==> config.mk <==
export PLATFORM = sky130hd
export DESIGN_NAME = id_regs
export DESIGN_NICKNAME = d
export VERILOG_FILES = /design/src/rtl/id_regs.sv
export SDC_FILE = /design/constraint.sdc
export NUM_CORES = 1
export LEC_CHECK = 0
export BUFFER_PORTS_ARGS = -buffer_cell sky130_fd_sc_hd__buf_2
export CAP_MARGIN = 10
export CORE_AREA = 10 10 151 153
export CTS_CLUSTER_DIAMETER = 40
export CTS_CLUSTER_SIZE = 16
export DETAILED_ROUTE_END_ITERATION = 16
export DIE_AREA = 0 0 161 163
export GPL_TIMING_DRIVEN = 0
export SLEW_MARGIN = 5
export SYNTH_ARGS = -nofsm -noshare
export SYNTH_HDL_FRONTEND = slang
export SYNTH_SLANG_ARGS = --single-unit
export TNS_END_PERCENT = 100
==> constraint.sdc <==
create_clock -name clk -period 2.8 [get_ports clk]
set_clock_uncertainty 0.1 [all_clocks]
set_input_delay 0.84 -clock clk [delete_from_list [all_inputs] [get_ports clk]]
set_output_delay 0.84 -clock clk [all_outputs]
set_load 0.005 [all_outputs]
==> src/rtl/id_regs.sv <==
// Identification/status register bank on the CPU native bus: read-only ID and
// VERSION, byte-writable SCRATCH, and an uptime counter with coherent LO/HI readback.
module id_regs #(
   parameter int unsigned       DATA_W  = 32,
   parameter int unsigned       ADDR_W  = 3,
   parameter logic [DATA_W-1:0] ID      = '0,
   parameter logic [DATA_W-1:0] VERSION = DATA_W'(1),
   parameter int unsigned       CNT_W   = 64
) (
   input  logic                clk,
   input  logic                rst_n,
   input  logic                valid,
   input  logic [ADDR_W-1:0]   address,
   input  logic [DATA_W-1:0]   wdata,
   input  logic [DATA_W/8-1:0] wstrb,
   output logic [DATA_W-1:0]   rdata,
   output logic                ready
);
   localparam int unsigned STRB_W = DATA_W / 8;
   localparam int unsigned HI_W   = CNT_W - DATA_W;

   localparam logic [ADDR_W-1:0] A_ID      = ADDR_W'(0);
   localparam logic [ADDR_W-1:0] A_VERSION = ADDR_W'(1);
   localparam logic [ADDR_W-1:0] A_SCRATCH = ADDR_W'(2);
   localparam logic [ADDR_W-1:0] A_UP_LO   = ADDR_W'(3);
   localparam logic [ADDR_W-1:0] A_UP_HI   = ADDR_W'(4);
   localparam logic [ADDR_W-1:0] A_CTRL    = ADDR_W'(5);

   logic [DATA_W-1:0] r_rdata;
   logic              r_ready;
   logic [DATA_W-1:0] r_scratch;
   logic [CNT_W-1:0]  r_cnt;
   logic [HI_W-1:0]   r_hi;
   logic              r_freeze;

   logic              w_accept;
   logic              w_write;
   logic              w_ctrl_wr;
   logic              w_clear;
   logic              w_lo_rd;
   logic [DATA_W-1:0] w_rd_data;
   logic [DATA_W-1:0] w_scratch_nxt;

   // A request is taken only while ready is low, giving one access per two cycles.
   assign w_accept  = valid & ~r_ready;
   assign w_write   = |wstrb;
   assign w_ctrl_wr = w_accept & w_write & (address == A_CTRL) & wstrb[0];
   assign w_clear   = w_ctrl_wr & wdata[0];
   assign w_lo_rd   = w_accept & ~w_write & (address == A_UP_LO);

   always_comb begin
      // NOTE: default assigned first so no path leaves w_rd_data unassigned (no latch).
      w_rd_data = '0;
      case (address)
         A_ID:      w_rd_data = ID;
         A_VERSION: w_rd_data = VERSION;
         A_SCRATCH: w_rd_data = r_scratch;
         A_UP_LO:   w_rd_data = r_cnt[DATA_W-1:0];
         A_UP_HI:   w_rd_data = DATA_W'(r_hi);
         A_CTRL:    w_rd_data = DATA_W'({r_freeze, 1'b0});
         default:   w_rd_data = '0;
      endcase
   end

   always_comb begin
      w_scratch_nxt = r_scratch;
      for (int i = 0; i < STRB_W; i++) begin
         if (wstrb[i]) w_scratch_nxt[8*i +: 8] = wdata[8*i +: 8];
      end
   end

   always_ff @(posedge clk or negedge rst_n) begin
      if (!rst_n) begin
         r_ready   <= 1'b0;
         r_rdata   <= '0;
         r_scratch <= '0;
         r_freeze  <= 1'b0;
         r_hi      <= '0;
      end else begin
         // NOTE: non-blocking so every register samples pre-edge values of its peers.
         r_ready <= w_accept;
         if (w_accept) r_rdata <= w_rd_data;
         if (w_accept && w_write && (address == A_SCRATCH)) r_scratch <= w_scratch_nxt;
         if (w_ctrl_wr) r_freeze <= wdata[1];
         // HI shadow comes from the same pre-edge sample as the LO word.
         if (w_lo_rd) r_hi <= r_cnt[CNT_W-1:DATA_W];
      end
   end

   always_ff @(posedge clk or negedge rst_n) begin
      if (!rst_n) begin
         r_cnt <= '0;
      end else if (w_clear) begin
         r_cnt <= '0;
      end else if (!r_freeze) begin
         r_cnt <= r_cnt + CNT_W'(1);
      end
   end

   assign rdata = r_rdata;
   assign ready = r_ready;

endmodule

# --- Word level (Yosys, flattened, before mapping) ---
# Cells that the tools add are included.
op_classes:
  reduce_logical: 7
  n_mux: 3
  n_eq_ne: 6
  n_addsub: 1
  bitwise: 9
ops:
  columns: ["op", "count"]
  rows:
  - ["32-bit one-hot mux with 5 select lines", 1]
  - ["64-bit two-way mux", 2]
  - ["64-bit by 1-bit adder with 64-bit output, second input constant", 1]
  - ["2-bit AND reduction", 4]
  - ["1-bit AND", 7]
  - ["3-bit by 2-bit equality test with 1-bit output, second input constant", 2]
  - ["3-bit equality test, second input constant", 2]
  - ["4-bit OR reduction", 1]
  - ["3-bit by 1-bit equality test with 1-bit output, second input constant", 1]
  - ["1-bit logical AND", 2]
  - ["2-bit by 1-bit inequality test with 1-bit output, second input constant", 1]
  - ["1-bit inverter", 2]
word_totals:
  wordCells: 35
  reg_bits: 162
  out_inout_bits: 33
  inputBits: 42

# --- Depth between registers and ports, before layout ---
depth:
  word_depth: 7
  ltp_mapped: 8
  depth_no_buf: 6

# --- Worst setup path before layout ---
# OpenSTA, ideal clock, no wires.
synth_timing:
  path_kind: "in2reg"
  startpoint: "input wstrb[1]"
  endpoint: "register r_hi[10]"
  arrival_time_ns: 2.575
  setup_time_ns: 0.125
  n_path_buf: 1
  cell_stages: 4
  required_ns: 2.575
  setup_slack_ns: 0.000
  path_cell_list: "or4b_2 nor4_1 buf_2 mux2_2"
synth_via:
  elab_chain_len: 4
synth_lines:
  columns: ["element", "line_no", "rtl"]
  rows:
  - ["from (decl)", "15", "input logic [DATA_W/8-1:0] wstrb,"]
  - ["4-bit OR reduction", "46", "assign w_write = |wstrb;"]
  - ["1-bit inverter", "49", "assign w_lo_rd = w_accept & ~w_write & (address == A_UP_LO);"]
  - ["1-bit AND (2 in a row)", "49", null]
  - ["to (signal assigned)", "86", "if (w_lo_rd) r_hi <= r_cnt[CNT_W-1:DATA_W];"]
  - ["to (decl)", "33", "logic [HI_W-1:0] r_hi;"]
# No other way between the ends.
# A chain may end at the register's enable or synchronous reset.

# --- Worst setup path after layout ---
layout_timing:
  startpoint: "input address[1]"
  endpoint: "register r_cnt[59]"
layout_via:
  elab_chain_len: 5
  word_cells_on_any_way: 6
  cone_classes: "2 x eq/ne; 1 x mux; 3 x bitwise"
layout_lines:
  columns: ["element", "line_no", "rtl"]
  rows:
  - ["from (decl)", "13", "input logic [ADDR_W-1:0] address,"]
  - ["3-bit equality test (*)", "47", "assign w_ctrl_wr = w_accept & w_write & (address == A_CTRL) & wstrb[0];"]
  - ["1-bit AND (*) (2 in a row)", "47", null]
  - ["1-bit AND (*)", "48", "assign w_clear = w_ctrl_wr & wdata[0];"]
  - ["2-bit by 1-bit inequality test with 1-bit output (no line) / 64-bit two-way mux (equally long branches)", null, null]
  - ["to (signal assigned)", "96", "r_cnt <= r_cnt + CNT_W'(1);"]
  - ["to (decl)", "32", "logic [CNT_W-1:0] r_cnt;"]
# Every way passes the cells marked *; elsewhere a longest branch is shown, timed or not.

==> flow_summary.yaml <==
grt:
  grt.total_usage_pct: 16.3
  antenna_found_initial: 0
  overflow: 0
  grt_pass1_vias: 6100
  grt_pass1_wl_mm: 34.1
  grt_max_degree: 103
sta:
  whs_ps: 257
  max_slew_margin_pct: 35.2
  timing.fmax_mhz: 364
  finalHoldViolations: 0
  finalMaxSlewViolations: 0
  tightest_slew_ps: 965
  rsz0062_at_grt: "true"
  finalCritPeriodShare_pct: 98.2
  setup_viol_count_final: 0
  min_period_ps: 2750
power_and_ir_drop:
  ir_worst_vdd_mv: 0.409
  switchingPower_w: 0.00183
  p_int_w: 0.00461
  power.density_mw_per_mm2: 702
  clkPwrFrac_pct: 38.1
  power_frac_comb_pct: 15.2
  pwr-share-seq_pct: 46.6
  leakagePower_nw: 4.04
  swShare_pct: 28.4
critical_path:
  start_kind: "input pin"
  reg2reg_to: "r_cnt[59]$_DFFE_PN0P_"
  cp-endpoint: "r_cnt[59]$_DFFE_PN0P_"
  worstPathArrival_ps: 3000
  worstReg2RegStart: "r_cnt[2]$_DFFE_PN0P_"
  end_kind: "flop"
  reg2reg_depth: 7
  setup.worst_path.start: "address[1]"
  cp_data_required_time_ps: 3050
  r2r_slack_ps: 190
  cp_max_fo: 10
  worstSetupPathType: "in -> reg"
place:
  placement.cell_area_mm2: 0.00848
  place_inst: 1099
  gp_congestion: 0.845
  io_buffers: 73
  place_hpwl_mm: 15.7
detailed_routing:
  wire_per_inst_um: 19.0
  drt-pass1-iter-count: 5
  drtAntennaViolNets: 0
  drc: 0
  vias: 6188
  wirelength_mm: 21.5
  drt_iter0_drc: 465
  viasPerCell: 5.45
floorplan:
  num_rows: 52
  dieArea_mm2: 0.0262
  fp.dieH_um: 163
  fp.dieW_um: 161
  start_util_pct: 38.9
  core_area_mm2: 0.0199
  io_pins: 75
synth:
  ys_warn_count: 0
  synthArstFlopShare_pct: 100
  synth_area_mm2: 0.00774
  synthDistinctLibCells: 45
  ys_seq_area_share_pct: 52.4
  synth_nets: 798
  synth_edf_count: 0
  syn_area_per_cell_um2: 10.2
  synth_top_area_share_pct: 52.4
  yosysTopAreaCell: "dfrtp_1"
  ys_seq_elements: 162
  yosys_most_used_dff: "dfrtp_1"
  synth_area_leaders: "dfrtp_1, mux2_2, mux2i_1, a21oi_1, nand2_1"
  synth_cells: 755
clocking:
  cts_tree: "yes"
  h-tree-depth: 4
  ctsHoldBuffers: 0
  path_clk_slew_ps: 60
  clk_latency_ps: 430
  numCtsBuffers: 17
  numClockSinks: 162
  clock-root-buffer: "clkbuf_16"
  clockBufferDepth: 2
cells_and_area:
  instances_no_fill: 1135
  final_area_mm2: 0.00917
  n_antenna_cell: 0
  nFillCells: 1964
  finalCoreUtilization_pct: 46.1
  fin_nets: 895
  drive_above_1_share_pct: 22.8
  area_growth_pct: 18.5
  mostFrequentLayoutCells: "dfrtp_1, buf_2, nand2_1, nor2_1, mux2_2"
  final_common_cell: "dfrtp_1"
hold_path:
  hold_class: "in -> async"
run:
  max-cap-violations: 0
status:
  status: "complete, no violations"
## kinds of logic (layout without fill, tap and decap cells)
family / Yosys count / after routing / synth area share [%]
AND/OR/NAND/NOR: 283 / 283 / 18.8
flip-flops: 162 / 162 / 52.4
AO/OA/AOI/OAI: 134 / 134 / 9.33
multiplexers: 96 / 96 / 13.5
buffers and inverters: 50 / 160 / 2.57
XOR/XNOR: 29 / 29 / 3.28
adder cells (fa/ha/maj): 1 / 1 / 0.162
## cell usage after synthesis, drive strengths merged (16+ instances only)
cell type	number
clkbuf	25
nand3	28
or3	19
nand2	71
mux2i	31
nor4	17
a21oi	61
xor2	16
dfrtp	162
nand4	26
mux2	65
o21ai	54
nor2	67
## power by group through the flow
stage	combinational [W]	sequential, W	clock [W]
final	0.000981	0.00301	0.00246
after global routing	0.00109	0.00305	0.00259
after CTS	0.000987	0.00300	0.00248
after detailed placement	0.000971	0.00304	0
after global placement	0.000944	0.00303	0
after floorplan	0.000663	0.00293	0
## what timing repair did
| item | in CTS | in global routing |
|---|---|---|
| gates cloned | 0 | 0 |
| resized for setup | 3 | 7 |
| endpoints found under the setup margin | 67 | 26 |
| pin swaps | 2 | 2 |
| buffers inserted | 3 | 1 |
## how the worst min path moves through the flow
stage	end	slack (ps)	from
2_1_floorplan	r_hi[4]$_DFFE_PN0P_	370	r_hi[4]$_DFFE_PN0P_
3_3_place_gp	rdata[5]$_DFFE_PN0N_	360	rdata[5]$_DFFE_PN0N_
3_5_place_dp	rdata[6]$_DFFE_PN0N_	370	rdata[6]$_DFFE_PN0N_
4_1_cts	r_scratch[7]$_DFFE_PN0P_	260	rst_n
5_1_grt	r_scratch[7]$_DFFE_PN0P_	280	rst_n
6_report	r_cnt[38]$_DFFE_PN0P_	260	rst_n
## layer usage
metal / share of wire [%] / GRT usage (%)
met5: 0 / 0
met4: 1.0 / 3.85
met3: 5.8 / 4.15
met1: 48 / 23.3
met2: 45 / 24.4
## worst max-delay path: stages
cell and delay (ps):
clkbuf_1 190, nand4b_1 410, o21a_1 300, or4_1 480
buf_2 200, or4_1 410, a21oi_1 170
## per-stage QoR
stage / setup TNS [ps] / total power [W] / worst slack (ps)
floorplan: 0 / 0.00360 / 0.208
global route: -70.3 / 0.00673 / -28.7
finish: 0 / 0.00644 / 49.1
global placement: -339940 / 0.00398 / -1820
CTS: 0 / 0.00647 / 36.1
detailed placement: -49270 / 0.00401 / -720
## registers in the layout, indices dropped and copies added, names as in the netlist
name       cells
r_freeze       1
r_hi          32
ready          1
r_cnt         64
r_scratch     32
rdata         32
## area by class of cell
type	instances	area [um2]	area share (%)
Timing Repair Buffer	78	433	4.72
Multi-Input combinational cell	543	3520	38.4
Clock inverter	9	126	1.38
Sequential cell	162	4050	44.2
Clock buffer	23	498	5.43
Tap cell	270	338	3.68
Buffer	38	156	1.71
Inverter	12	45.0	0.491
Note: power is estimated with default switching activity, not from simulation.
